[src/rtl/demux_dispatch_pkg.sv]
// Shared constants and mode encoding for the 1-to-4 stream dispatcher.
package demux_dispatch_pkg;

  localparam int unsigned WIDTH_DEF = 8;
  localparam int unsigned SNUM_DEF  = 2;
  localparam int unsigned NCH       = 4;

  localparam logic MODE_EXPLICIT = 1'b0;
  localparam logic MODE_RR       = 1'b1;

endpackage

[src/rtl/demux_dispatch_1to4_slot.sv]
// Single-entry valid/ready output slot; data reads zero whenever the slot is empty.
module demux_slot #(
  parameter int unsigned WIDTH = 8
) (
  input  logic             clk,
  input  logic             rst_n,
  input  logic             load,
  input  logic [WIDTH-1:0] load_data,
  input  logic             ready,
  output logic             valid,
  output logic [WIDTH-1:0] data
);

  logic             valid_q, valid_d;
  logic [WIDTH-1:0] data_q, data_d;

  // A load wins over a drain in the same cycle, which keeps the slot full.
  always_comb begin
    valid_d = valid_q;
    data_d  = data_q;
    if (valid_q && ready) begin
      valid_d = 1'b0;
      data_d  = '0;
    end
    if (load) begin
      valid_d = 1'b1;
      data_d  = load_data;
    end
  end

  always_ff @(posedge clk) begin
    if (!rst_n) begin
      valid_q <= 1'b0;
      data_q  <= '0;
    end else begin
      valid_q <= valid_d;
      data_q  <= data_d;
    end
  end

  assign valid = valid_q;
  assign data  = data_q;

endmodule

[src/rtl/demux_dispatch_1to4.sv]
// Registered 1-to-4 dispatcher: explicit or round-robin routing into four output slots.
module demux_dispatch_1to4
  import demux_dispatch_pkg::*;
#(
  parameter int unsigned WIDTH = WIDTH_DEF,
  parameter int unsigned SNUM  = SNUM_DEF
) (
  input  logic             clk,
  input  logic             rst_n,
  input  logic [WIDTH-1:0] in_data,
  input  logic [SNUM-1:0]  in_dest,
  input  logic             in_valid,
  output logic             in_ready,
  input  logic             mode,
  output logic [WIDTH-1:0] out_data0,
  output logic [WIDTH-1:0] out_data1,
  output logic [WIDTH-1:0] out_data2,
  output logic [WIDTH-1:0] out_data3,
  output logic [3:0]       out_valid,
  input  logic [3:0]       out_ready,
  output logic [SNUM-1:0]  rr_ptr,
  output logic             busy
);

  logic [SNUM-1:0]  rr_ptr_q, rr_ptr_d;
  logic [SNUM-1:0]  tgt;
  logic             acc;
  logic [3:0]       load;
  logic [WIDTH-1:0] slot_data [NCH];

  assign tgt = (mode == MODE_RR) ? rr_ptr_q : in_dest;

  // Intentional combinational path from out_ready to in_ready for full throughput.
  assign in_ready = rst_n & (~out_valid[tgt] | out_ready[tgt]);
  assign acc      = in_valid & in_ready;

  always_comb begin
    load = 4'b0000;
    if (acc) begin
      unique case (tgt)
        2'd0:    load = 4'b0001;
        2'd1:    load = 4'b0010;
        2'd2:    load = 4'b0100;
        2'd3:    load = 4'b1000;
        default: load = 4'b0000;
      endcase
    end
  end

  always_comb begin
    rr_ptr_d = rr_ptr_q;
    if (acc && (mode == MODE_RR)) begin
      rr_ptr_d = rr_ptr_q + SNUM'(1);
    end
  end

  always_ff @(posedge clk) begin
    if (!rst_n) begin
      rr_ptr_q <= '0;
    end else begin
      rr_ptr_q <= rr_ptr_d;
    end
  end

  for (genvar k = 0; k < NCH; k++) begin : g_slot
    demux_slot #(
      .WIDTH (WIDTH)
    ) u_slot (
      .clk       (clk),
      .rst_n     (rst_n),
      .load      (load[k]),
      .load_data (in_data),
      .ready     (out_ready[k]),
      .valid     (out_valid[k]),
      .data      (slot_data[k])
    );
  end

  assign out_data0 = slot_data[0];
  assign out_data1 = slot_data[1];
  assign out_data2 = slot_data[2];
  assign out_data3 = slot_data[3];
  assign rr_ptr    = rr_ptr_q;
  assign busy      = |out_valid;

endmodule

[config.mk]
export PLATFORM = sky130hd
export DESIGN_NAME = demux_dispatch_1to4
export DESIGN_NICKNAME = d
export VERILOG_FILES = /design/src/rtl/demux_dispatch_pkg.sv /design/src/rtl/demux_dispatch_1to4_slot.sv /design/src/rtl/demux_dispatch_1to4.sv
export SDC_FILE = /design/constraint.sdc
export NUM_CORES = 1
export LEC_CHECK = 0
export ABC_AREA = 1
export CAP_MARGIN = 20
export CORE_AREA = 2 2 92 72
export CTS_CLUSTER_DIAMETER = 30
export DETAILED_ROUTE_END_ITERATION = 8
export DIE_AREA = 0 0 94 74
export GPL_TIMING_DRIVEN = 0
export PLACE_DENSITY_LB_ADDON = 0.15
export SYNTH_ARGS = -nofsm -noshare
export SYNTH_HDL_FRONTEND = slang
export SYNTH_SLANG_ARGS = --single-unit
[constraint.sdc]
create_clock -name clk -period 1.4 [get_ports clk]
set_input_delay 0.28 -clock clk [delete_from_list [all_inputs] [get_ports clk]]
set_output_delay 0.28 -clock clk [all_outputs]
set_load 0.02 [all_outputs]
* Yosys cells after proc, flatten, opt, wreduce, memory -nomap -nowiden *
Index checks and enable logic that the tools add are counted.

word-level totals
  register bits after elaboration = 38
  output and inout port bits = 40

operators by class
  equal/unequal tests = 3
  $add $sub $neg = 1
  multiplexer cells = 23
  order comparisons = 1
  reductions and logical operators = 11
  bitwise operators = 4

operator list
  cell                                                                  count
  8-bit two-way mux                                                     8
  4-bit case mux with 4 select lines                                    1
  1-bit two-way mux                                                     10
  2-bit nonzero test                                                    4
  1-bit logical AND                                                     5
  1-bit binary-select mux with 2-bit select                             2
  2-bit == test, second input constant                                  2
  4-bit two-way mux                                                     1
  4-bit OR reduction                                                    1
  2-bit by 3-bit < comparator with 1-bit output, second input constant  1
  2-bit by 1-bit adder with 2-bit output, second input constant         1
  1-bit AND                                                             2
  2-bit by 1-bit == test with 1-bit output, second input constant       1
  2-bit logical NOT                                                     1
  2-bit two-way mux                                                     1
  1-bit NOT                                                             1
  1-bit bitwise OR                                                      1

* Depth between registers and ports, before layout *
Gate-level depths: netlist of run 1.

  word-level depth = 9
  gate-level depth with buffers = 12
  gate-level depth less buffers = 12

* Modules after synthesis *
Synthesis of run 1 repeated with hierarchy kept, for this count alone.

second synthesis, totals
  cell total of the unflattened synthesis = 213
  area total of the unflattened synthesis = 1604.0 µm²

modules (own cells, without submodules)
  module               instances  sequential area each (µm²)  cells an instance  area each (µm²)
  demux_slot           4          180.2                       40                 332.8
  demux_dispatch_1to4  1          40.0                        53                 272.8

* Least setup slack after synthesis of run 1 *
No wires, ideal clock.

  kind = flip-flop to output port
  from = reg rr_ptr_q[0] (netlist: rr_ptr[0])
  to = out in_ready
  cell stages (with the launch flop) = 10
  required time = 1.120 ns
  path slack = -0.184 ns
  path buffers = 1
  arrival = 1.304 ns
  cell sequence = dfxtp_1 -> inv_1 -> nand2_1 -> nand2_2 -> nand2_1 -> nand2_1 -> nand2_1 -> nand2_2 -> a21oi_4 -> buf_6

between the ends
  word-level cells in the longest chain between the ends = 6

RTL lines
  item                                       RTL line                   text
  start, declared                            demux_dispatch_1to4.sv:25  logic [SNUM-1:0] rr_ptr_q, rr_ptr_d;
  start signal, assigned                     demux_dispatch_1to4.sv:61  rr_ptr_q <= rr_ptr_d;
  2-bit two-way mux *                        demux_dispatch_1to4.sv:31  assign tgt = (mode == MODE_RR) ? rr_ptr_q : in_dest;
  1-bit binary-select mux with 2-bit select  demux_dispatch_1to4.sv:34  assign in_ready = rst_n & (~out_valid[tgt] | out_ready[tgt]);
  1-bit two-way mux (implied by the code)    demux_dispatch_1to4.sv:34
  1-bit NOT                                  demux_dispatch_1to4.sv:34
  1-bit bitwise OR *                         demux_dispatch_1to4.sv:34
  1-bit AND *                                demux_dispatch_1to4.sv:34
  end, declared                              demux_dispatch_1to4.sv:13  output logic in_ready,

Every way passes the cells marked *; elsewhere a longest branch is shown, timed or not. The select of a mux whose other input is x is not followed.

* Worst setup path in the final report of run 1 *
Ends and elaborated chain as after synthesis.

==> impl_metrics.ini, run 1 <==
[timing]
fin_ws_ps = -348
worst_pin_slew_ps = 798
final_max_slew_viol_count = 0
hold_ws_ps = 417
rsz0062_at_grt = true
finalHoldViolCount = 0
max_freq_mhz = 572
setup_violations = 40
fin_crit_sh = 1.25
slew_headroom = 0.468
finClkSkew_ps = 4.63
period_needed_ps = 1750

[power]
finalPower_mw = 2.46
power_leakage_nw = 1.14
irDropWorstVdd_v = 0.000377
p_per_area_mw_per_mm2 = 914

[final_layout]
area_growth_pct = 54.4
layout.nets = 312
postLayoutCellArea_mm2 = 0.00269
fin_util = 0.441
antenna_cells = 0
drive_above_1_share = 0.244
fillers = 646

[cts]
clockBufferDepth = 2
clock_sink_count = 38
clk_pin_slew_worst_paths_ps = 70
cts_buffers = 5
cts_root_buf = clkbuf_8
worstSkewPairLatency_ps = 290
cts_hold_buf = 0
htree_levels = 2
cts_tree = done

[logic_synthesis]
syn-mean-instance-area_um2 = 7.93
ys_warn_count = 0
syn_nets = 238
syn_area_mm2 = 0.00174
synth.distinct_cells = 19
ys_seq_area_frac = 0.436
synthCells = 220
synth-seq-cells = 38

[die]
rows = 25
ios = 58
fp.dieW_um = 94
core_mm2 = 0.00610
dieArea_mm2 = 0.00696
initial_core_util = 0.286
die_y_um = 74

[grt]
grt_pass1_wl_um = 9180
antenna_found_initial = 0
grt_pass1_vias = 1779
grt_start_max_net_pins = 12
grt_overflow = 0
grtUsageTotal = 0.174

[placed_design]
dp_hpwl_um = 3990
port_buffers = 55
place_ws_ps = -1370
place_congestion = 0.756
place_area_mm2 = 0.00243

[routing]
initialDrtViolationCount = 81
via_count = 1862
antenna_left = 0
wire_per_inst_um = 15.1
vias_per_cell = 4.95
drt-total-wl_um = 5690
route.detailed.drc = 0
dr.pass1.iters = 4

[setup_path]
reg2reg_depth = 12
critPathRequiredTime_ps = 1120
r2r_start = rr_ptr[0]
cp-startpoint = rr_ptr[0]
worstSetupEndpointType = output pin
cp.arrival_ps = 1470
path_class = register to output pin
start_kind = register
worst-path-max-fanout = 4

[status]
failed_checks = setup timing
status = finished with violations

[hold_path]
holdCritStartpoint = in_valid
hp-class = primary input to register
holdPathStages = 3

[flow_run]
cap_violations = 0
## report_power, final
part / internal [mW] / switching [mW] / total, mW
Clock: 0.461 / 0.382 / 0.843
Sequential: 1.11 / 0.0220 / 1.13
Combinational: 0.190 / 0.296 / 0.486
Total: 1.76 / 0.700 / 2.46
## logic make-up after synthesis
family                 synth area share
and+or+nand+nor                   0.366
buffers and inverters            0.0825
DFF                               0.436
AOI/OAI and AO/OA                 0.115
## critical path, cell delays in order (launching register included)
cell     delay, ps
dfxtp_4        370
inv_2           40
nand2_2         70
nand2_4         70
nand3_2         60
nand2_2         70
nor2_4         160
a21oi_4         80
buf_6          120
buf_6          120
## registers in the layout, summed over array words and instances (netlist names)
name and cells:
rr_ptr 2, g_slot.u_slot.valid 4, g_slot.u_slot.data 32
## path summary, 6_finish.rpt
| kind | to | slack, ps |
|---|---|---|
| worst max-delay path | in_ready | -350 |
| worst min-delay path | g_slot[2].u_slot.data[0] | 420 |
| worst max register to register | g_slot[2].u_slot.data[7] | -250 |
| worst min register to register | g_slot[1].u_slot.data[1] | 480 |
## cells in the final DEF, fill, tap and decap left out, types with 3 or more instances in the layout
| master | synthesis | layout |
|---|---|---|
| nor2_4 | 0 | 4 |
| nand2_4 | 1 | 3 |
| dlygate4sd2_1 | 0 | 36 |
| nand2_1 | 27 | 19 |
| buf_6 | 3 | 7 |
| clkbuf_8 | 0 | 5 |
| nand3_1 | 39 | 35 |
| clkdlybuf4s50_1 | 0 | 12 |
| nand3_2 | 0 | 4 |
| dfxtp_4 | 0 | 3 |
| buf_4 | 4 | 14 |
| inv_2 | 2 | 3 |
| a21oi_2 | 0 | 3 |
| dfxtp_1 | 38 | 33 |
| a21oi_1 | 36 | 33 |
| inv_1 | 11 | 9 |
| nand4_1 | 33 | 33 |
| nand4_4 | 0 | 4 |
| clkbuf_1 | 7 | 8 |
| nand2_2 | 5 | 10 |
## layer usage
metal | global-route usage | vias to the layer above | part of all wire
met4 | 0.0531 | 0 | 0.017
met5 | 0 | - | 0
met2 | 0.243 | 62 | 0.40
met3 | 0.0446 | 11 | 0.057
met1 | 0.263 | 844 | 0.52
li1 | - | 945 | -
## per-stage QoR
stage / setup TNS, ps / instances
floorplan: -634 / 220
global placement: -30170 / 356
detailed placement: -30900 / 356
CTS: -8860 / 375
global route: -12540 / 376
finish: -7790 / 376
## synth_stat cells (all sizes together)
| cell type | number | share of area |
|---|---|---|
| nand3 | 39 | 0.11 |
| buf | 8 | 0.039 |
| a21oi | 37 | 0.11 |
| nand4 | 37 | 0.15 |
| nand2 | 33 | 0.082 |
| or4 | 1 | 0.0043 |
| dfxtp | 38 | 0.44 |
| nor2 | 6 | 0.020 |
| inv | 13 | 0.028 |
| o21ai | 1 | 0.0029 |
| clkbuf | 7 | 0.015 |
## cell type report
class                      instances  area, µm²  area share
buffer                            15       96.3      0.0358
tap                               81        101      0.0376
multi-input combinational        155        982       0.365
timing repair buffer              66        586       0.217
inverter                          13       51.3      0.0191
sequential                        38        774       0.288
clock buffer                       8        101      0.0376
## repair_timing
action / CTS / global route
endpoints found under the setup margin: 78 / 43
pin swaps: 8 / 10
cloned: 2 / 0
gates resized for setup: 78 / 17
buffers inserted: 9 / 2
Note: power is estimated with default switching activity, not from simulation.
==> inputs of run 2 (changes only) <==
--- a/config.mk
+++ b/config.mk
@@ -7,10 +7,10 @@
 export LEC_CHECK = 0
 export ABC_AREA = 1
 export CAP_MARGIN = 20
-export CORE_AREA = 2 2 92 72
+export CORE_AREA = 2 2 50 98
 export CTS_CLUSTER_DIAMETER = 30
 export DETAILED_ROUTE_END_ITERATION = 8
-export DIE_AREA = 0 0 94 74
+export DIE_AREA = 0 0 52 100
 export GPL_TIMING_DRIVEN = 0
 export PLACE_DENSITY_LB_ADDON = 0.15
 export SYNTH_ARGS = -nofsm -noshare
==> run 2 against run 1 <==
Sequential power barely moved. Final cell count shrank 5.1%. Maximum frequency shrank 0.47%. Design area up 3.5%. Routed wire length fell by 6.1%. Sequential share of layout area is 0.97 points lower. The flow still finishes with violations (setup timing). Combinational power grew 8.6%. Via count increased by 3.0%. Largest cell class unchanged.
==> impl_metrics.ini, run 2 (same netlist as run 1, synthesis figures left out) <==
[routing]
initialDrtViolationCount = 36
via_count = 1918
antenna_left = 0
route.detailed.drc = 0
vias_per_cell = 5.37
wire_per_inst_um = 15.0
dr.pass1.iters = 4
drt-total-wl_um = 5340

[timing]
max_freq_mhz = 569
finClkSkew_ps = 3.69
fin_ws_ps = -356
rsz0062_at_grt = true
final_max_slew_viol_count = 0
fin_crit_sh = 1.25
slew_headroom = 0.562
hold_ws_ps = 404
finalHoldViolCount = 0
period_needed_ps = 1760
worst_pin_slew_ps = 657
setup_violations = 40

[setup_path]
cp.arrival_ps = 1480
start_kind = register
worstSetupEndpointType = output pin
ff2ff_setup_slack_ps = -270
worst-path-max-fanout = 6
path_class = register to output pin
r2r-end = g_slot[2].u_slot.data[2]
critPathCapture = in_ready
reg2reg_depth = 11
critPathRequiredTime_ps = 1120
r2r_start = rr_ptr[0]
cp-startpoint = rr_ptr[0]

[power]
finalPower_mw = 2.44
irDropWorstVdd_v = 0.000717
clkPwrFrac = 0.320
power_leakage_nw = 1.20
internal_power_mw = 1.73
swShare = 0.292
pwr-share-comb = 0.217
pwr-share-seq = 0.463
p_per_area_mw_per_mm2 = 876
p_switching_uw = 713

[final_layout]
postLayoutCellArea_mm2 = 0.00279
final_cell_mix = dlygate4sd2_1, nand3_1, nand4_1, dfxtp_1, a21oi_1
layout.nets = 319
finalNonFillerCells = 357
final_common_cell = dlygate4sd2_1
antenna_cells = 0
largest_reg_flops = 32
fillers = 414
drive_above_1_share = 0.288
area_growth_pct = 59.8

[cts]
clockBufferDepth = 2
clk_pin_slew_worst_paths_ps = 70
cts_root_buf = clkbuf_8
cts_buffers = 5
clock_sink_count = 38
htree_levels = 2
worstSkewPairLatency_ps = 290
cts_tree = done
cts_hold_buf = 0

[status]
failed_checks = setup timing
status = finished with violations

[placed_design]
place_area_mm2 = 0.00239
place_ws_ps = -1330
dp_hpwl_um = 3710
port_buffers = 55
place_congestion = 0.862
dp_cells = 330

[die]
core_mm2 = 0.00451
dieArea_mm2 = 0.00520
initial_core_util = 0.387
ios = 58
rows = 35
fp.dieW_um = 52
die_y_um = 100

[grt]
grt_pass1_vias = 1835
antenna_found_initial = 0
grt_overflow = 0
grt_pass1_wl_um = 8490
grtUsageTotal = 0.215
grt_start_max_net_pins = 13

[hold_path]
hp-class = primary input to register

[flow_run]
cap_violations = 0
-- run 2: changes by cell type in the layout (fill, tap and decap cells not counted), moves of 2 or more --
cell      previous run  this run
nand3_1             35        33
nand2_4              3         6
buf_6                7         5
clkbuf_1             8         6
buf_4               14        19
nand3_2              4         6
buf_8                0         2
nand2_1             19        15
-- run 2: timing repair --
action | 4_1_cts | 5_1_grt
gates resized for setup | 77 | 30
pin swaps | 11 | 25
setup endpoints to repair | 78 | 44
gates cloned | 0 | 2
buffers inserted | 12 | 5
-- run 2: metrics by stage --
step | setup TNS [ps] | util
global placement | -29730 | 0.531
global route | -13040 | 0.618
detailed placement | -30620 | 0.531
CTS | -7720 | 0.582
finish | -8710 | 0.618
floorplan | -634 | -
-- run 2: worst min path at each step --
stage	from	endpoint	depth (start not counted)
finish	rst_n	rr_ptr[1]	3
global route	rst_n	rr_ptr[0]	3
CTS	rst_n	rr_ptr[1]	3
detailed placement	g_slot[2].u_slot.data[7]	g_slot[2].u_slot.data[7]	2
global placement	g_slot[2].u_slot.data[7]	g_slot[2].u_slot.data[7]	2
floorplan	out_ready[0]	g_slot[0].u_slot.valid	3
-- run 2: power groups by stage --
stage                     clock (mW)  sequential (mW)  combinational [mW]
final                          0.781             1.13               0.528
after floorplan                    0             1.19               0.212
after detailed placement           0             1.16               0.426
after global placement             0             1.15               0.421
after CTS                      0.797             1.13               0.474
after global routing           0.848             1.13               0.565
-- run 2: worst max-delay path: stages (launching register included) --
cell	delay (ps)
dfxtp_4	380
nand2_4	80
nand2_8	100
nand3_2	100
nand2_2	80
nor2_4	50
a21oi_4	160
buf_6	130
buf_6	110
-- run 2: per-layer routing --
metal / GRT usage / vias up / part of all wire
met5: 0 / - / 0
met4: 0.0891 / 0 / 0.022
met3: 0.0372 / 9 / 0.044
met2: 0.366 / 66 / 0.52
met1: 0.258 / 883 / 0.41
li1: - / 960 / -
-- run 2: final cells by class --
cell class                      instances  area (µm²)  share of cell area
Timing Repair Buffer                   74         681               0.244
Tap cell                               55        68.8              0.0247
Multi-Input combinational cell        154        1010               0.364
Buffer                                 15         100              0.0359
Clock buffer                            6        82.6              0.0296
Sequential cell                        38         774               0.278
Inverter                               13        53.8              0.0193
Clock inverter                          2        12.5             0.00449
